## src/rtl/if_align_buffer_if.sv

```systemverilog
// rtl/if_align_buffer_if.sv - fetch/decode handshake bundle for the instruction align buffer
interface if_align_buffer_if;
    logic        fetch_valid;
    logic [31:0] fetch_word;
    logic        fetch_ready;
    logic        jmp;
    logic [31:0] jmp_pc;
    logic        id_valid;
    logic        id_ready;
    logic [31:0] id_instr;
    logic        id_compressed;
    logic [31:0] id_pc;

    // Drives fetch words, redirects and decode acceptance (fetch/decode side).
    modport master (
        output fetch_valid, fetch_word, jmp, jmp_pc, id_ready,
        input  fetch_ready, id_valid, id_instr, id_compressed, id_pc
    );

    // The align buffer itself.
    modport slave (
        input  fetch_valid, fetch_word, jmp, jmp_pc, id_ready,
        output fetch_ready, id_valid, id_instr, id_compressed, id_pc
    );
endinterface

```

## src/rtl/if_align_buffer.sv

```systemverilog
// rtl/if_align_buffer.sv - halfword queue aligning RV32IC instructions between fetch and decode
module if_align_buffer #(
    parameter logic [31:0] RESET_PC = 32'h0000_0100,
    parameter int          DEPTH_HW = 4
) (
    input logic             clk,
    input logic             reset,
    if_align_buffer_if.slave bus
);

    logic [15:0] q_q [DEPTH_HW];
    logic [1:0]  rd_ptr_q, rd_ptr_d;
    logic [1:0]  wr_ptr_q, wr_ptr_d;
    logic [2:0]  count_q, count_d;
    logic [31:0] head_pc_q, head_pc_d;
    logic        drop_low_q, drop_low_d;

    logic [15:0] hw0;
    logic [15:0] hw1;
    logic        is_compressed;
    logic        instr_valid;
    logic        push;
    logic        pop;
    logic [2:0]  push_hw;
    logic [2:0]  pop_hw;

    assign hw0           = q_q[rd_ptr_q];
    assign hw1           = q_q[rd_ptr_q + 2'd1];
    assign is_compressed = (hw0[1:0] != 2'b11);
    assign instr_valid   = (count_q >= 3'd1 && is_compressed) || (count_q >= 3'd2 && !is_compressed);

    // Acceptance uses registered count only, so a push never overwrites halfwords being read.
    assign bus.fetch_ready = (count_q <= 3'd2);
    assign push            = bus.fetch_valid && bus.fetch_ready && !bus.jmp;
    assign pop             = instr_valid && bus.id_ready && !bus.jmp;
    assign push_hw         = !push ? 3'd0 : (drop_low_q ? 3'd1 : 3'd2);
    assign pop_hw          = !pop ? 3'd0 : (is_compressed ? 3'd1 : 3'd2);

    assign bus.id_valid      = instr_valid;
    assign bus.id_compressed = instr_valid && is_compressed;
    assign bus.id_instr      = !instr_valid ? 32'h0 : (is_compressed ? {16'h0, hw0} : {hw1, hw0});
    assign bus.id_pc         = head_pc_q;

    // Next-state for pointers, occupancy and head PC; a redirect overrides any push/pop.
    always_comb begin
        rd_ptr_d   = rd_ptr_q;
        wr_ptr_d   = wr_ptr_q;
        count_d    = count_q;
        head_pc_d  = head_pc_q;
        drop_low_d = drop_low_q;
        if (bus.jmp) begin
            rd_ptr_d   = 2'd0;
            wr_ptr_d   = 2'd0;
            count_d    = 3'd0;
            head_pc_d  = bus.jmp_pc & ~32'd1;
            drop_low_d = bus.jmp_pc[1];
        end else begin
            if (push) begin
                wr_ptr_d   = wr_ptr_q + push_hw[1:0];
                drop_low_d = 1'b0;
            end
            if (pop) begin
                rd_ptr_d  = rd_ptr_q + pop_hw[1:0];
                head_pc_d = head_pc_q + (is_compressed ? 32'd2 : 32'd4);
            end
            count_d = count_q + push_hw - pop_hw;
        end
    end

    // Control state registers.
    always_ff @(posedge clk) begin
        if (reset) begin
            rd_ptr_q   <= 2'd0;
            wr_ptr_q   <= 2'd0;
            count_q    <= 3'd0;
            head_pc_q  <= RESET_PC;
            drop_low_q <= 1'b0;
        end else begin
            rd_ptr_q   <= rd_ptr_d;
            wr_ptr_q   <= wr_ptr_d;
            count_q    <= count_d;
            head_pc_q  <= head_pc_d;
            drop_low_q <= drop_low_d;
        end
    end

    // Halfword storage; after a halfword-aligned redirect only the upper half of the word is kept.
    always_ff @(posedge clk) begin
        if (push && !reset) begin
            if (drop_low_q) begin
                q_q[wr_ptr_q] <= bus.fetch_word[31:16];
            end else begin
                q_q[wr_ptr_q]        <= bus.fetch_word[15:0];
                q_q[wr_ptr_q + 2'd1] <= bus.fetch_word[31:16];
            end
        end
    end

endmodule

```

## src/flat_wrapper.sv

```systemverilog
// flat-port wrapper written by rule: the top's interface ports become plain ports
module if_align_buffer_flat 
#(
    parameter logic [31:0] RESET_PC = 32'h0000_0100,
    parameter int          DEPTH_HW = 4
)
  (clk, reset, bus_fetch_valid, bus_fetch_word, bus_jmp, bus_jmp_pc, bus_id_ready, bus_fetch_ready, bus_id_valid, bus_id_instr, bus_id_compressed, bus_id_pc);
  if_align_buffer_if bus_i ();
  input logic clk;
  input logic reset;
  input wire logic [$bits(bus_i.fetch_valid)-1:0] bus_fetch_valid;
  input wire logic [$bits(bus_i.fetch_word)-1:0] bus_fetch_word;
  input wire logic [$bits(bus_i.jmp)-1:0] bus_jmp;
  input wire logic [$bits(bus_i.jmp_pc)-1:0] bus_jmp_pc;
  input wire logic [$bits(bus_i.id_ready)-1:0] bus_id_ready;
  output wire logic [$bits(bus_i.fetch_ready)-1:0] bus_fetch_ready;
  output wire logic [$bits(bus_i.id_valid)-1:0] bus_id_valid;
  output wire logic [$bits(bus_i.id_instr)-1:0] bus_id_instr;
  output wire logic [$bits(bus_i.id_compressed)-1:0] bus_id_compressed;
  output wire logic [$bits(bus_i.id_pc)-1:0] bus_id_pc;
  assign bus_i.fetch_valid = bus_fetch_valid;
  assign bus_i.fetch_word = bus_fetch_word;
  assign bus_i.jmp = bus_jmp;
  assign bus_i.jmp_pc = bus_jmp_pc;
  assign bus_i.id_ready = bus_id_ready;
  assign bus_fetch_ready = bus_i.fetch_ready;
  assign bus_id_valid = bus_i.id_valid;
  assign bus_id_instr = bus_i.id_instr;
  assign bus_id_compressed = bus_i.id_compressed;
  assign bus_id_pc = bus_i.id_pc;
  if_align_buffer #(.RESET_PC(RESET_PC), .DEPTH_HW(DEPTH_HW)) u_core (.clk(clk), .reset(reset), .bus(bus_i));
endmodule
```

## config.mk

```make
export PLATFORM = sky130hd
export DESIGN_NAME = if_align_buffer_flat
export DESIGN_NICKNAME = d
export VERILOG_FILES = /design/src/rtl/if_align_buffer_if.sv /design/src/rtl/if_align_buffer.sv /design/src/flat_wrapper.sv
export SDC_FILE = /design/constraint.sdc
export NUM_CORES = 1
export LEC_CHECK = 0
export BUFFER_PORTS_ARGS = -buffer_cell sky130_fd_sc_hd__buf_2
export CAP_MARGIN = 20
export CELL_PAD_IN_SITES_DETAIL_PLACEMENT = 0
export CELL_PAD_IN_SITES_GLOBAL_PLACEMENT = 2
export CORE_UTILIZATION = 36
export DETAILED_ROUTE_END_ITERATION = 7
export PLACE_DENSITY_LB_ADDON = 0.12
export SLEW_MARGIN = 20
export SYNTH_ARGS = -nofsm -noshare
export SYNTH_HDL_FRONTEND = slang
export SYNTH_SLANG_ARGS = --single-unit
```

## constraint.sdc

```tcl
create_clock -name clk -period 4.4 [get_ports clk]
set_clock_uncertainty 0.15 [all_clocks]
set_input_delay 0.66 -clock clk [delete_from_list [all_inputs] [get_ports clk]]
set_output_delay 0.66 -clock clk [all_outputs]
set_load 0.03 [all_outputs]
```

# [Word-level counts from Yosys, hierarchy flattened]
# Memories as Yosys holds them, arrays and structs flattened. A register that Yosys moved wholly into a read port is not among the register bits.
# Index checks and enable logic that the tools add are counted.
[word_totals] inputBits=69 register_bits=40 mem_count=1 word_cells=54 output_inout_bits=67 mem_bits_rw=64
[classes] mux=20 eq_ne=1 reduce_logical=15 bitwise_logic=1 n_addsub=7 magnitude_cmp=3
[mem_list] memory="u_core.q_q" words=4 width=16 read_ports=2 rd_ports_with_merged_regs=1 write_ports=2 line_no="if_align_buffer.sv:11" source="logic [15:0] q_q [DEPTH_HW];"
[op_table] operator="2-to-1 mux 32 bit" count=4
[op_table] operator="adder 32 bit" count=1
[op_table] operator="2-to-1 mux 16 bit" count=1
[op_table] operator="2-to-1 mux 3 bit" count=3
[op_table] operator="logical AND 1 bit" count=8
[op_table] operator="2-to-1 mux 1 bit" count=8
[op_table] operator="2-to-1 mux 2 bit" count=4
[op_table] operator="adder 2 x 1 -> 2 bit (second input constant)" count=2
[op_table] operator="adder 2 bit" count=2
[op_table] operator="nonzero test 2 bit" count=2
[op_table] operator="adder 3 bit" count=1
[op_table] operator=">= comparator 3 x 1 -> 1 bit (second input constant)" count=1
[op_table] operator=">= comparator 3 x 2 -> 1 bit (second input constant)" count=1
[op_table] operator="less-or-equal comparator 3 x 2 -> 1 bit (second input constant)" count=1
[op_table] operator="logical NOT 1 bit" count=3
[op_table] operator="subtractor 3 bit" count=1
[op_table] operator="!= test 2 bit (second input constant)" count=1
[op_table] operator="OR reduction 2 bit" count=1
[op_table] operator="logical OR 1 bit" count=1
[op_table] operator="bitwise OR 1 bit" count=1

# [Depth between registers and ports, before layout]
# Gate-level depths: netlist of run 1.
[logic_depth] depth_word=10 depth_mapped=13

# [Worst setup path before layout of run 1]
# Ideal clock, no wire load.
[synth_timing] path_kind="reg-to-reg" startpoint="register with a tool-made name" endpoint="register u_core.count_q[2]" path_stages_with_launch=13 synth_period_minus_slack_ns=3.404 setup_slack_ns=0.996 t_arrival_ns=3.134 path_cell_list="dfxtp_1 > buf_6 > mux4_2 > and2_4 > buf_6 > o21ai_0 > clkbuf_1 > nor3b_1 > fa_1 > fa_1 > xnor2_1 > xnor2_1 > nor2_1"
[synth_rtl] item="end signal, assigned" line_no="if_align_buffer.sv:81" source="count_q <= count_d;"
[synth_rtl] item="end, declared" line_no="if_align_buffer.sv:14" source="logic [2:0] count_q, count_d;"

==> results of run 1 <==
[synthesized netlist by cell type, types with 3 or more instances]
library cell,n
dfxtp_1,41
nor3_1,9
o31ai_1,3
ha_1,6
inv_1,21
and4_1,7
edfxtp_1,64
or4_1,3
o21ai_0,4
nor2_1,37
nand4_1,7
nand2_1,21
fa_1,3
clkbuf_1,27
buf_1,3
nor2b_1,34
a21oi_1,18
a21o_1,3
mux2_2,64
xnor2_1,21
nand3_1,13
nor3b_1,3
a311oi_1,4
a211oi_1,27
a2111oi_0,9
xor2_1,3
mux4_2,31
buf_6,3
[flip-flops by register name, summed over array words and instances (netlist names), named ones only]
register,count
u_core.rd_ptr_q,2
u_core.drop_low_q,1
u_core.count_q,3
u_core.wr_ptr_q,2
u_core.bus.id_pc,31
u_core.q_q,64
[worst max-delay path, delay by kind of cell, from the launching register on]
kind                     cells  cell delay [ps]
AO/OA/AOI/OAI                2              790
AND/OR/NAND/NOR              3              700
adder cells (fa/ha/maj)      2              600
multiplexers                 1              570
buffers and inverters        3              380
flip-flops                   1              340
XOR/XNOR                     1              140
[final timing paths]
path | cells past startpoint | slack, ps | endpoint | startpoint
worst max-delay path | 12 | 640 | u_core.bus.id_pc[15]$_SDFFE_PP0P_ | flip-flop
worst min-delay path | 2 | 380 | flip-flop | u_core.rd_ptr_q[1]$_SDFFE_PP0N_
worst max register to register | 12 | 640 | u_core.bus.id_pc[15]$_SDFFE_PP0P_ | flip-flop
worst min register to register | 2 | 380 | flip-flop | u_core.rd_ptr_q[1]$_SDFFE_PP0N_
[cell families (layout without fill, tap and decap cells)]
family          after synthesis  in the layout
buf+inv                      58            185
fa+ha+maj                     9              9
simple gates                145            145
mux                          96             96
other cells                   1              1
flops                       105            105
compound gates               87             87
xor+xnor                     24             24
[through the flow]
step                      util (%)  setup slack (ps)  instances  power [mW]  instance area, sq um
after floorplan                  -               996        525        1.42                  6210
after global placement        42.7               717        858        1.56                  7130
after detailed placement      42.7               601        858        1.57                  7130
after CTS                     44.4               547        872        2.39                  7420
after global routing          44.4               226        872        2.46                  7420
final                         44.4               640        872        2.36                  7420
[cells in the final DEF, fill, tap and decap left out, drive strengths merged, types with 3 or more instances in the layout]
cell type and count:
and4 7, mux2 64, fa 3, xnor2 21
nor2b 34, mux4 32, nor2 37, a211oi 28
nand3 13, clkbuf 9, a2111oi 12, nand4 7
edfxtp 64, nor3b 3, o21ai 6, inv 25
dfxtp 41, xor2 3, nor3 9, a21o 3
o31ai 3, ha 6, a311oi 4, nand2 21
or4 3, buf 149, a21oi 18
[cell type report]
type	count	area, sq um
clock inverters	5	63.8
multi-input cells	362	3250
inverters	22	82.6
well taps	220	275
repair buffers	149	786
fillers	1639	9280
clock buffers	9	225
flip-flops and latches	105	2740
[per-layer routing]
layer | GRT usage [%] | part of all wire, % | vias up
li1 | - | - | 2252
met1 | 22.0 | 40 | 2307
met2 | 35.8 | 53 | 121
met3 | 4.98 | 5.7 | 16
met4 | 5.05 | 1.3 | 0
met5 | 0 | 0 | -
[power breakdown]
| group | switching, mW | total (mW) | internal, mW |
|---|---|---|---|
| clock network | 0.374 | 0.815 | 0.442 |
| logic | 0.256 | 0.418 | 0.162 |
| registers | 0.0409 | 1.13 | 1.08 |
| total | 0.671 | 2.36 | 1.69 |
==> metrics.md, run 1 <==
| Metric | Value |
|---|---|
| Outcome | completed |
| Post-CTS Setup Bufs | 0 |
| Post-synth EDFFs | between 60 and 70 |
| Total gr overflow | 0 |
| CP Capture Type | flip-flop |
| Synth Register Bits | ~110 |
| Worst-Margin Slew | around 1100 ps |
| Hold buffers post-CTS | 0 |
| Hold slack | ~380 ps |
| Synth Area in Adders | 2.18% |
| Antenna cells | 0 |
| Crit-path max FO | 10 |
| Die area | 0.0178 sq mm |
| Max-cap violations | 0 |
| Critical Path Source Type | flip-flop |
| TritonCTS buffer count | 9 |
| Synth Area in XOR/XNOR | about 3.4% |
| Final wirelength | roughly 17000 um |
| Crit Path Category | flip-flop to flip-flop |
| Max Transition Viols Final | 0 |
| Vias in the first global route | approximately 4800 |
| CTS tree | done |
| Root Buffer | clkbuf_16 |
| Layout cells sized above 1 | 41.7% |
| Clock sinks | ~110 |
| Port Buffer Count | ~130 |
| Worst path required time | about 4500 ps |
| Maximum vdd drop | 0.239 mV |
| Worst skew pair latency | between 300 and 400 ps |
| Core area | between 0.015 and 0.02 sq mm |
| H-tree levels | 3 |
| Hold WC Path Type | flip-flop to flip-flop |
| Crit-path slowest cell | mux4_2 |
| Wire per inst | 19.1 um |
| Post-synth ARST share | 0% |
| Biggest area consumer among synthesized cells | edfxtp_1 |
| Net Count, Synth | approximately 600 |
| Top-level port count | between 100 and 150 |
| Max stage delay on crit path | around 570 ps |
| Drt pass-1 iters | 4 |
| Initial core utilization | approximately 37% |
| Cell area after synthesis | just over 0.006 sq mm |
| Yosys warns | 0 |
| Seq/Total Area, Yosys | between 40 and 50% |
| Post-synthesis compound-gate area fraction | approximately a tenth |
| Distinct cells, synth | 55 |
| Synth area leaders | edfxtp_1 (31%), dfxtp_1 (13%), mux2_2 (12%) |
| GPL Wtd Cong | around 0.76 |
| Setup TNS | 0 ps |
| Largest net degree at the start of global routing | 47 |
| Clk buf depth | 2 |
| Vias per Instance | 5.39 |
| Predominant post-synthesis flop cell | edfxtp_1 |
| Critical Path Most Common Cell | inv_1 |
| Period Utilization, post-route | between 80% and 90% |
| Maximum clock frequency | 266 MHz |
| Post-DRT Antenna Nets | 0 |
| First-pass GRT wire length | ~26000 um |
| # DRC | 0 |
| Antenna violations before repair | 1 |
| DIE WIDTH | roughly 130 um |
| Critical Path AT | between 3000 and 4000 ps |
| Leakage power | roughly 2.7 nW |
| Final critical-path required period | between 3000 and 4000 ps |
| Via count | approximately 4700 |
| Final setup violation count | 0 |
| Gr usage total | about 19% |
| Fin. Hold Viols | 0 |
| Mux share of post-synthesis cell area | a little under a quarter |
| Simple-Gate Fraction of Synth Area | 12.4% |
| Layout area overhead | 19.6% |
| Worst-path cell chain | buf_4, mux4_2, and2_4, inv_1, ha_1, inv_1, fa_1, nor2b_1, nand2_1, a2111oi_0, xnor2_1, a211oi_1 |
| DP Wirelength | approximately 12000 um |
| Clock transition at path regs | 70 ps |
| RSZ-0062 raised after global routing | false |
| DRT iter0 DRCs | 188 |
| Die H | 133 um |
| Fin nets | a little over 700 |
| # rows | 47 |
| Largest family of logic cells by synthesized area | multiplexers |
| Syn avg cell area | 11.8 sq um |
| Synthesized instance count | 525 |
| Power density over the cells | around 320 mW/mm^2 |
| Worst slew margin | 29.9% |
| Post-CTS sizing | 0 |
| Synth top area share | between 30% and 40% |
(Power assumes the default switching activity.)
==> run 2: changes to the inputs <==
--- a/config.mk
+++ b/config.mk
@@ -9,7 +9,8 @@
 export CAP_MARGIN = 20
 export CELL_PAD_IN_SITES_DETAIL_PLACEMENT = 0
 export CELL_PAD_IN_SITES_GLOBAL_PLACEMENT = 2
-export CORE_UTILIZATION = 36
+export CORE_UTILIZATION = 37
+export CTS_BUF_LIST = sky130_fd_sc_hd__clkbuf_4
 export DETAILED_ROUTE_END_ITERATION = 7
 export PLACE_DENSITY_LB_ADDON = 0.12
 export SLEW_MARGIN = 20
==> run 2 against run 1 <==
Utilization grew 0.55 points; register-to-register slack lost 60 ps; largest cell class unchanged; sequential share of layout area grew 0.87 points; wire length grew 0.55%; sequential power is essentially flat; fmax shrank 1.5%; global-route usage grew 0.14 points; combinational power shrank 1%; total power shrank 12%.
==> metrics.md, run 2 (same netlist as run 1, synthesis figures left out) <==
| Metric | Value |
|---|---|
| Outcome | completed |
| Worst Hold Path Cells | 3 (+1) |
| Core area | 0.0161 sq mm (-3.5%) |
| Die area | 0.0173 sq mm (-2.7%) |
| Antenna violations before repair | 2 (+1) |
| CTS tree | done |
| Crit-path slowest cell | mux4_2 |
| Die H | 132 um (-1.3%) |
| DRT iter0 DRCs | 206 (+9.6%) |
| Worst-path cell chain | mux4_2, and2_4, inv_1, ha_1, inv_1, fa_1, nor2b_1, nand2_1, a2111oi_0, xnor2_1, a211oi_1 |
| Vias in the first global route | 4698 (-1.8%) |
| Period Utilization, post-route | 86.8% (+1.3 points) |
| Worst skew pair latency | 470 ps (+120 ps) |
| Maximum vdd drop | 0.121 mV (-49%) |
| Worst path required time | 4650 ps (+130 ps) |
| Critical Path Most Common Cell | inv_1 |
| Critical Path Source Type | flip-flop |
| GPL Wtd Cong | 0.778 (+1.9%) |
| RSZ-0062 raised after global routing | false |
| HP Start | bus_jmp_pc[2] |
| Via count | 4726 (+0.64%) |
| TritonCTS buffer count | 9 (unchanged) |
| H-tree levels | 3 (unchanged) |
| Gr usage total | 19.5% (+0.14 points) |
| DIE WIDTH | 132 um (-1.3%) |
| Max Transition Viols Final | 0 (unchanged) |
| Post-CTS sizing | 0 (unchanged) |
| Hold buffers post-CTS | 0 (unchanged) |
| Setup TNS | 0 ps (unchanged) |
| WP buf/inv | 2 (-1) |
| Final setup violation count | 0 (unchanged) |
| Finished Layout Cells | 868 (-0.46%) |
| Layout area overhead | 16.8% |
| Hold WC Path Type | primary input to flip-flop |
| Fin. Hold Viols | 0 (unchanged) |
| Hold slack | 266 ps (-110 ps) |
| Clock transition at path regs | 170 ps (+100 ps) |
| Drt pass-1 iters | 4 (unchanged) |
| Post-CTS Setup Bufs | 0 (unchanged) |
| Most frequent cells in the layout | buf_2 (133), mux2_2 (64), edfxtp_1 (64) |
| Final worst slack | 583 ps (-57.3 ps) |
| Reg2reg path depth | 11 (-1) |
| Worst slew margin | 31.1% (+1.2 points) |
| Crit Path Category | flip-flop to flip-flop |
| First-pass GRT wire length | 26100 um (-0.24%) |
| # DRC | 0 (unchanged) |
| Final critical-path required period | 3820 ps (+57.3 ps) |
| Initial core utilization | 38.5% (+1.4 points) |
| Cell depth of the worst setup path | 11 (-1) |
| Max reg flops | 64 (unchanged) |
| Maximum clock frequency | 262 MHz (-1.5%) |
| Clock sinks | 105 (unchanged) |
| Reg with most FFs | u_core.q_q |
| Wire per inst | 19.3 um (+1.0%) |
| Final wirelength | 16700 um (+0.55%) |
| Flop2flop setup slack | 580 ps (-60 ps) |
| Root Buffer | clkbuf_4 |
| Hold EP | u_core.bus.id_pc[2]$_SDFFE_PP0P_ |
| Post-DRT Antenna Nets | 0 (unchanged) |
| Worst-Margin Slew | 1030 ps (-18.4 ps) |
| Tot Pwr | 2.08 mW (-12%) |
| Worst Setup Slack post-DPL | 593 ps (-7.61 ps) |
| Critical Path AT | 4060 ps (+180 ps) |
| Port Buffer Count | 133 (unchanged) |
| Total gr overflow | 0 (unchanged) |
| Crit-path max FO | 10 (unchanged) |
| Max stage delay on crit path | 600 ps (+30 ps) |
| RR Endpoint | u_core.bus.id_pc[19]$_SDFFE_PP0P_ |
| # rows | 46 (-2.1%) |
| Leakage power | 2.63 nW (-2.7%) |
| Vias per Instance | 5.44 (+1.1%) |
| Layout cells sized above 1 | 41.3% (-0.40 points) |
| CP top delay family | compound AO/OA/AOI/OAI gates |
| CP Capture Type | flip-flop |
| Post-layout instance area | 0.00725 sq mm (-2.3%) |
| Placed Area | 0.00710 sq mm (-0.46%) |
| Final core occ | 45.0% (+0.55 points) |
| Power density over the cells | 287 mW/mm^2 (-9.6%) |
| Largest net degree at the start of global routing | 47 (unchanged) |
| DP Wirelength | 11600 um (-0.38%) |
| Top-level port count | 136 (unchanged) |
| Commonest non-fill, non-tap cell in the layout | buf_2 |
| Clk buf depth | 2 (unchanged) |
| Fin nets | 724 (-0.41%) |
| Max-cap violations | 0 (unchanged) |
| Placed Cells | 851 (-0.82%) |
run 2: cell count changes in the layout (fill, tap and decap cells not counted), sizes merged:
cell / change
buf: -3
clkinv: +3
clkbuf: +2
inv: -2
clkinvlp: -1
diode: +1
run 2: area by class of cell:
type                    instances  area (sq um)
diodes                          1          2.50
well taps                     216           270
fillers                      1574          8860
inverters                      22          82.6
clock inverters                 5          65.1
multi-input cells             362          3240
repair buffers                146           763
clock buffers                  11          82.6
flip-flops and latches        105          2740
run 2: metal layers:
metal	wire length [um]	global-route usage [%]
met1	7080	23.5
met2	8680	34.8
met3	815	3.47
met4	164	6.85
met5	0	0
run 2: how the worst max path moves through the flow:
stage / slack [ps] / end / startpoint
finish: 580 / u_core.bus.id_pc[19]$_SDFFE_PP0P_ / flip-flop
global route: 220 / u_core.bus.id_pc[19]$_SDFFE_PP0P_ / flip-flop
CTS: 530 / u_core.bus.id_pc[19]$_SDFFE_PP0P_ / flip-flop
detailed placement: 590 / u_core.bus.id_pc[19]$_SDFFE_PP0P_ / flip-flop
global placement: 640 / u_core.bus.id_pc[19]$_SDFFE_PP0P_ / flip-flop
floorplan: 1000 / u_core.count_q[2]$_SDFF_PP0_ / flip-flop
run 2: worst reg2reg max path: stages (launching register included):
cell and delay [ps]:
dfxtp_1 560, mux4_2 600, and2_4 210, inv_1 140
ha_1 200, inv_1 60, fa_1 400, nor2b_1 220
nand2_1 280, a2111oi_0 570, xnor2_1 130, a211oi_1 220
run 2: where the power goes:
part           internal [mW]  switching, mW
Sequential              1.08         0.0426
Combinational          0.160          0.254
Clock                  0.192          0.348
Total                   1.44          0.645
